<file path="config.mk">
export PLATFORM = sky130hd
export DESIGN_NAME = hazard_stall_ctrl
export DESIGN_NICKNAME = d
export VERILOG_FILES = /design/src/rtl/hazard_ctrl_pkg.sv /design/src/rtl/hazard_stall_ctrl_mem_wait_timer.sv /design/src/rtl/hazard_stall_ctrl.sv
export SDC_FILE = /design/constraint.sdc
export NUM_CORES = 1
export LEC_CHECK = 0
export ABC_AREA = 1
export CAP_MARGIN = 10
export CORE_AREA = 2 2 74 48
export CTS_CLUSTER_DIAMETER = 80
export CTS_CLUSTER_SIZE = 24
export DETAILED_ROUTE_END_ITERATION = 7
export DIE_AREA = 0 0 76 50
export HOLD_SLACK_MARGIN = 0.15
export PLACE_DENSITY = 0.92
export SLEW_MARGIN = 0
export SYNTH_ARGS = -nofsm -noshare
export SYNTH_HDL_FRONTEND = slang
export SYNTH_SLANG_ARGS = --single-unit
</file>
<file path="constraint.sdc">
create_clock -name clock -period 1.65 [get_ports clock]
set_input_delay 0.165 -clock clock [delete_from_list [all_inputs] [get_ports clock]]
set_output_delay 0.165 -clock clock [all_outputs]
set_load 0.01 [all_outputs]
</file>
<file path="src/rtl/hazard_ctrl_pkg.sv">
// Shared types and helpers for the pipeline hazard/stall controller.
// The hazard compare lives here so the top reads as a pure sequencing FSM.
package hazard_ctrl_pkg;

  localparam int REG_IDX_W = 5;
  localparam logic [REG_IDX_W-1:0] REG_ZERO = 5'd0;

  typedef enum logic [1:0] {
    RUN      = 2'd0,
    MEM_WAIT = 2'd1,
    HALT     = 2'd2
  } hsc_state_e;

  typedef struct packed {
    logic pc_write;
    logic if_id_write;
    logic if_id_flush;
    logic id_ex_write;
    logic id_ex_flush;
    logic ex_mem_write;
    logic mem_wb_flush;
    logic halted;
  } ctrl_t;

  // Free-running pipeline: every register loads, nothing is squashed.
  localparam ctrl_t CTRL_RUN = '{
    pc_write: 1'b1, if_id_write: 1'b1, if_id_flush: 1'b0, id_ex_write: 1'b1,
    id_ex_flush: 1'b0, ex_mem_write: 1'b1, mem_wb_flush: 1'b0, halted: 1'b0
  };

  // Front end frozen while MEM waits; WB is fed bubbles so nothing retires twice.
  localparam ctrl_t CTRL_FREEZE = '{
    pc_write: 1'b0, if_id_write: 1'b0, if_id_flush: 1'b0, id_ex_write: 1'b0,
    id_ex_flush: 1'b0, ex_mem_write: 1'b0, mem_wb_flush: 1'b1, halted: 1'b0
  };

  localparam ctrl_t CTRL_HALT = '{
    pc_write: 1'b0, if_id_write: 1'b0, if_id_flush: 1'b0, id_ex_write: 1'b0,
    id_ex_flush: 1'b0, ex_mem_write: 1'b0, mem_wb_flush: 1'b1, halted: 1'b1
  };

  // A load in EX feeding a source register of the ID instruction; $0 is never a dependency.
  function automatic logic load_use_hazard(
    input logic                 ex_mem_read,
    input logic [REG_IDX_W-1:0] ex_rt,
    input logic [REG_IDX_W-1:0] id_rs,
    input logic [REG_IDX_W-1:0] id_rt,
    input logic                 id_uses_rt
  );
    return ex_mem_read && (ex_rt != REG_ZERO) &&
           ((ex_rt == id_rs) || (id_uses_rt && (ex_rt == id_rt)));
  endfunction

endpackage

</file>
<file path="src/rtl/hazard_stall_ctrl_mem_wait_timer.sv">
// Counts consecutive data-memory stall cycles; flags the last cycle allowed
// before the controller gives up and halts.
module mem_wait_timer #(
  parameter int MEM_TIMEOUT = 16
) (
  input  logic clock,
  input  logic reset,
  input  logic clear,
  input  logic inc,
  output logic timeout
);

  localparam int CNT_BITS = $clog2(MEM_TIMEOUT);

  logic [CNT_BITS-1:0] wait_cnt;

  // NOTE: sequential state is assigned with <= so every flop samples pre-edge values.
  always_ff @(posedge clock) begin
    if (reset || clear) begin
      wait_cnt <= '0;
    end else if (inc) begin
      wait_cnt <= wait_cnt + 1'b1;
    end
  end

  assign timeout = (wait_cnt == CNT_BITS'(MEM_TIMEOUT - 1));

endmodule

</file>
<file path="src/rtl/hazard_stall_ctrl.sv">
// Hold/bubble sequencing for a 5-stage pipeline: load-use, taken branch, and
// multi-cycle data memory with a timeout halt. HSC_PERF_CNT_EN adds perf counters.
module hazard_stall_ctrl
  import hazard_ctrl_pkg::*;
#(
  parameter int MEM_TIMEOUT = 16,
  parameter int CNT_W       = 32
) (
  input  logic                 clock,
  input  logic                 reset,
  input  logic [REG_IDX_W-1:0] id_rs,
  input  logic [REG_IDX_W-1:0] id_rt,
  input  logic                 id_uses_rt,
  input  logic                 ex_mem_read,
  input  logic [REG_IDX_W-1:0] ex_rt,
  input  logic                 ex_branch_tkn,
  input  logic                 mem_access,
  input  logic                 dmem_ready,
  output logic                 pc_write,
  output logic                 if_id_write,
  output logic                 if_id_flush,
  output logic                 id_ex_write,
  output logic                 id_ex_flush,
  output logic                 ex_mem_write,
  output logic                 mem_wb_flush,
  output logic                 halted,
  output logic [CNT_W-1:0]     stall_cycles,
  output logic [CNT_W-1:0]     flush_count
);

  hsc_state_e state_q, state_d;
  ctrl_t      ctrl;
  logic       mem_stall;
  logic       load_use;
  logic       timeout;

  assign mem_stall = (state_q != HALT) && mem_access && !dmem_ready;
  assign load_use  = load_use_hazard(ex_mem_read, ex_rt, id_rs, id_rt, id_uses_rt);

  mem_wait_timer #(
    .MEM_TIMEOUT (MEM_TIMEOUT)
  ) u_timer (
    .clock   (clock),
    .reset   (reset),
    .clear   (!mem_stall),
    .inc     (mem_stall),
    .timeout (timeout)
  );

  always_ff @(posedge clock) begin
    if (reset) begin
      state_q <= RUN;
    end else begin
      state_q <= state_d;
    end
  end

  // NOTE: defaults first so every path assigns every output and no latch is inferred.
  always_comb begin
    state_d = state_q;
    ctrl    = CTRL_RUN;
    case (state_q)
      HALT: begin
        ctrl = CTRL_HALT;
      end
      default: begin
        if (mem_stall) begin
          // Load-use and branch are deliberately ignored until memory releases.
          ctrl    = CTRL_FREEZE;
          state_d = timeout ? HALT : MEM_WAIT;
        end else begin
          state_d = RUN;
          if (ex_branch_tkn) begin
            ctrl.if_id_flush = 1'b1;
            ctrl.id_ex_flush = 1'b1;
          end else if (load_use) begin
            ctrl.pc_write    = 1'b0;
            ctrl.if_id_write = 1'b0;
            ctrl.id_ex_flush = 1'b1;
          end
        end
      end
    endcase
  end

  assign pc_write     = ctrl.pc_write;
  assign if_id_write  = ctrl.if_id_write;
  assign if_id_flush  = ctrl.if_id_flush;
  assign id_ex_write  = ctrl.id_ex_write;
  assign id_ex_flush  = ctrl.id_ex_flush;
  assign ex_mem_write = ctrl.ex_mem_write;
  assign mem_wb_flush = ctrl.mem_wb_flush;
  assign halted       = ctrl.halted;

`ifdef HSC_PERF_CNT_EN
  logic             live;
  logic             stall_evt;
  logic             flush_evt;
  logic [CNT_W-1:0] stall_q;
  logic [CNT_W-1:0] flush_q;

  // A load-use squashed by a taken branch never stalled, so it is not counted.
  assign live      = (state_q != HALT) && !mem_stall;
  assign stall_evt = mem_stall || (live && load_use && !ex_branch_tkn);
  assign flush_evt = live && ex_branch_tkn;

  always_ff @(posedge clock) begin
    if (reset) begin
      stall_q <= '0;
      flush_q <= '0;
    end else begin
      if (stall_evt && (stall_q != '1)) stall_q <= stall_q + 1'b1;
      if (flush_evt && (flush_q != '1)) flush_q <= flush_q + 1'b1;
    end
  end

  assign stall_cycles = stall_q;
  assign flush_count  = flush_q;
`else
  assign stall_cycles = '0;
  assign flush_count  = '0;
`endif

endmodule

</file>
After elaboration in Yosys (flattened, before gate mapping)
Cells that the tools add are included.

Bits of input ports: 22. Logic and storage cells: 30. Output and inout bits: 72. Bits in registers: 6.

Equal/unequal tests: 5. Muxes and demuxes: 12. Add/subtract/negate cells: 1. Reduce and logical (&&, ||, !) cells: 10.

Operator list (count): == test 5 bit (2); two-way mux 2 bit (4); two-way mux 8 bit (1); two-way mux 3 bit (2); logical AND 1 bit (5); two-way mux 1 bit (5); nonzero test 5 bit (1); adder 4 x 1 -> 4 bit (second input constant) (1); == test 4 bit (second input constant) (1); == test 2 bit (second input constant) (1); logical NOT 1 bit (2); logical OR 1 bit (2); != test 2 bit (second input constant) (1).

Logic depth before layout (Yosys ltp)
Depth in word-level cells: 8. Gate-level depth with buffers: 10. Depth with buffers taken out: 9.

Hierarchy
From an unflattened synthesis, not the netlist that was laid out.

Cells, all modules: 165. Area total of the unflattened synthesis: 1031.0 um^2.

By module, submodules not included: hazard_stall_ctrl (sequential area each 40.0 um^2, times used 1, area each 854.6 um^2, cells an instance 141); mem_wait_timer (sequential area each 80.1 um^2, times used 1, area each 176.4 um^2, cells an instance 24).

Worst setup path after synthesis
Ideal clock, no wire load.

Kind: register to output. From: register state_q[1]. To: output pc_write. Path buffers: 1. Slack: 0.297 ns. Data arrival time: 1.188 ns. Required time: 1.485 ns. Stages on the path, launching flop included: 10. Cell sequence: dfxtp_1 > inv_1 > nor2_2 > inv_2 > nand3b_2 > nand2_1 > inv_2 > nand2_2 > nand2_1 > buf_4.

Cells in the longest elaborated chain, start to end: 5. Elaborated cells on any way between the ends: 6. Those cells by class: eq/ne: 2; mux: 2; reduce/logical: 2.

Ends and longest elaborated chain: start: declaration (RTL line hazard_stall_ctrl.sv:31) `hsc_state_e state_q, state_d;`; start signal: assignment (RTL line hazard_stall_ctrl.sv:54) `state_q <= state_d;`; != test 2 bit (RTL line hazard_stall_ctrl.sv:37) `assign mem_stall = (state_q != HALT) && mem_access && !dmem_ready;`; logical AND 1 bit (2 in series) (RTL line hazard_stall_ctrl.sv:37); two-way mux 3 bit (RTL line hazard_stall_ctrl.sv:67) `if (mem_stall) begin`; two-way mux 8 bit * (RTL line hazard_stall_ctrl.sv:62) `case (state_q)`; end: declaration (RTL line hazard_stall_ctrl.sv:19) `output logic pc_write,`.

Mark *: on every way between the ends. The rest lies on a longest branch, timed or not.

Worst setup path after layout
From: input dmem_ready. To: output mem_wb_flush.

Cells in the longest elaborated chain, start to end: 4.

Ends and longest elaborated chain: start: declaration (RTL line hazard_stall_ctrl.sv:18) `input logic dmem_ready,`; logical NOT 1 bit (RTL line hazard_stall_ctrl.sv:37); logical AND 1 bit (RTL line hazard_stall_ctrl.sv:37); two-way mux 3 bit (RTL line hazard_stall_ctrl.sv:67); two-way mux 8 bit (RTL line hazard_stall_ctrl.sv:62); end: declaration (RTL line hazard_stall_ctrl.sv:25) `output logic mem_wb_flush,`.

Every way passes these cells.

==> impl_metrics.env <==
export IMPL_status="finished, final reports clean"
export IMPL_io_pins=94
export IMPL_rsz0062_at_grt="false"
export IMPL_hold_violations=0
export IMPL_r2r_cells=7
export IMPL_start_kind="input pin"
export IMPL_instances_no_fill=231
export IMPL_syn_inst=152
export IMPL_r2r_end="state_q[0]$_SDFFE_PP0N_"
export IMPL_fp_coreArea_um2=3103
export IMPL_die_area_um2=3800
export IMPL_ys_ff_latch=6
export IMPL_path_clk_slew_ns=0.03
export IMPL_skew_ns=0.003745
export IMPL_numPortBuffers=29
export IMPL_reg2reg_slack_ns=0.54
export IMPL_post_place_ws_ns=-0.3285
export IMPL_fmax_ghz=0.6407
export IMPL_synthToLayoutAreaGrowth_pct=16.98
export IMPL_insertion_delay_ns=0.22
export IMPL_drc=0
export IMPL_cts_sinks=6
export IMPL_grt_use_total=0.08646
export IMPL_vias=742
export IMPL_worst_slack_ns=0.08925
export IMPL_cts_tree="done"
export IMPL_cp_arrival_ns=1.40
export IMPL_numCtsBuffers=3
export IMPL_antenna_cells=0
export IMPL_cp_required_ns=1.48
export IMPL_yosysUniqueCellTypes=18
export IMPL_fin_area_um2=1155
export IMPL_die_w_um=76
export IMPL_crit_start="dmem_ready"
export IMPL_synth_top_area_cell="buf_4"
export IMPL_grt_pass1_wl_um=2539
export IMPL_crit_type="input pin to primary output"
export IMPL_synthTopCellsByArea="buf_4, dfxtp_1, nand2_1"
export IMPL_grt_ovfl_total=0
export IMPL_placed_cell_area_um2=1097
export IMPL_rows=16
export IMPL_powerDensity_nw_per_um2=492.8
export IMPL_die_height_um=50
export IMPL_antenna_left=0
export IMPL_wirelength_um=1718
export IMPL_path_max_fanout=2
export IMPL_hpwl_um=1494
export IMPL_grt_max_degree=7
export IMPL_gp_congestion=0.7873
export IMPL_end_kind="primary output"
export IMPL_start_util=0.3181
export IMPL_hold_buffers=0
export IMPL_ys_seq_area_frac=0.1217
export IMPL_period_needed_ns=1.561
export IMPL_yosysWarnings=0
export IMPL_syn_area_um2=987.2
export IMPL_min_period_over_period=0.9459
export IMPL_setup_viol=0
export IMPL_finalPower_uw=569.1
export IMPL_cts_root_buffer="clkbuf_8"
export IMPL_place_inst=226
export IMPL_layout_drive_gt1_share=0.1075
export IMPL_cts_path_max_buffers=2
export IMPL_vias_per_cell=3.212
export IMPL_yosysTopAreaCellShare=0.5019
export IMPL_antenna_found_initial=0
export IMPL_p_leak_uw=0.0007356
export IMPL_crit_path_end="mem_wb_flush"
export IMPL_r2r_start="state_q[1]$_SDFFE_PP0N_"
export IMPL_final_nets=211
export IMPL_htree_levels=1
export IMPL_avgRoutedWirePerCell_um=7.437
export IMPL_drt_iter0_drc=27
export IMPL_slew_viol_final=0
export IMPL_grt_pass1_vias=594
export IMPL_hp_class="flop to flop"
export IMPL_firstDrtPassIters=4
export IMPL_ir_drop_v=0.0004126
export IMPL_syn_avg_cell_area_um2=6.495
export IMPL_drv_cap=0
==> synthesized netlist by cell type <==
cell type	n
conb_1	1
a31oi_4	1
dfxtp_1	6
ha_1	1
nand3_1	6
inv_1	17
inv_2	2
xnor2_1	2
nand3b_2	1
nor2_1	13
a211oi_1	1
xor2_1	1
nor2_2	1
o21ai_0	1
buf_4	66
or2_4	1
nand2_2	1
nand2_1	30
==> worst max-delay path, stage by stage <==
cell and delay (ns):
clkdlybuf4s50_1 0.39, nand3b_2 0.20, nand2_1 0.10, clkdlybuf4s50_1 0.54
==> power breakdown <==
part           leakage, uW  switching [uW]  total (uW)  internal (uW)
Combinational     0.000665             126         202           76.7
Sequential       0.0000486            1.38         150            148
Clock            0.0000216            60.7         217            156
Total             0.000736             188         569            381
==> cell type report <==
cell class,instances,area (um^2)
tap,45,56.30
sequential,6,120.1
timing repair buffer,34,324.1
fill,352,1948
inverter,19,71.32
multi-input combinational,124,541.8
clock buffer,3,41.29
==> worst min path at each step <==
stage                                           startpoint                                to  slack, ns  cells after the start
after floorplan                                      reset           state_q[1]$_SDFFE_PP0N_       0.24                      1
after global placement    u_timer.wait_cnt[0]$_SDFFE_PP0P_  u_timer.wait_cnt[0]$_SDFFE_PP0P_       0.43                      1
after detailed placement  u_timer.wait_cnt[0]$_SDFFE_PP0P_  u_timer.wait_cnt[0]$_SDFFE_PP0P_       0.44                      1
after CTS                 u_timer.wait_cnt[0]$_SDFFE_PP0P_  u_timer.wait_cnt[0]$_SDFFE_PP0P_       0.45                      1
after global routing      u_timer.wait_cnt[0]$_SDFFE_PP0P_  u_timer.wait_cnt[0]$_SDFFE_PP0P_       0.46                      1
final                     u_timer.wait_cnt[0]$_SDFFE_PP0P_  u_timer.wait_cnt[0]$_SDFFE_PP0P_       0.45                      1
==> cells in the final DEF (no fill, tap or decap), drive strengths merged, types with 2 or more instances in the layout <==
cell type and n:
conb 64, nand2 31, inv 19, nor2 14, clkdlybuf4s50 11, dlymetal6s2s 8
dlygate4sd2 7, buf 7, nand3 6, dfxtp 6, clkbuf 4, xnor2 2
==> registers in the layout, indices dropped and copies added (netlist names) <==
signal            flops
u_timer.wait_cnt      4
state_q               2
==> cell families after synthesis <==
kind of cell	share of synthesized area
buffers and inverters	0.5742
AOI/OAI and AO/OA	0.03422
DFF	0.1217
and+or+nand+nor	0.2269
adders and majority gates	0.01267
xor gates and xnor gates	0.02662
other	0.003799
==> repair_timing <==
action | CTS | global route
pin swaps | 1 | 5
setup endpoints to repair | 6 | 4
endpoints found under the hold margin | 0 | 0
setup buffers | 0 | 2
gates resized for setup | 16 | 13
==> metrics by stage <==
stage,TNS (ns),utilization,hold slack (ns)
floorplan,0,-,0.2435
CTS,0,0.3649,0.4461
finish,0,0.3722,0.4456
global route,0,0.3722,0.4617
detailed placement,-1.068,0.3536,0.4385
global placement,-1.147,0.3536,0.4282
==> layer usage <==
layer  up-vias  global-route usage  wire length (um)
li1        390                   -                 -
met1       322             0.08634               632
met2        28              0.1622               951
met3         2             0.02381               106
met4         0             0.05455                28
met5         -                   0                 0
Note: power is estimated with default switching activity, not from simulation.
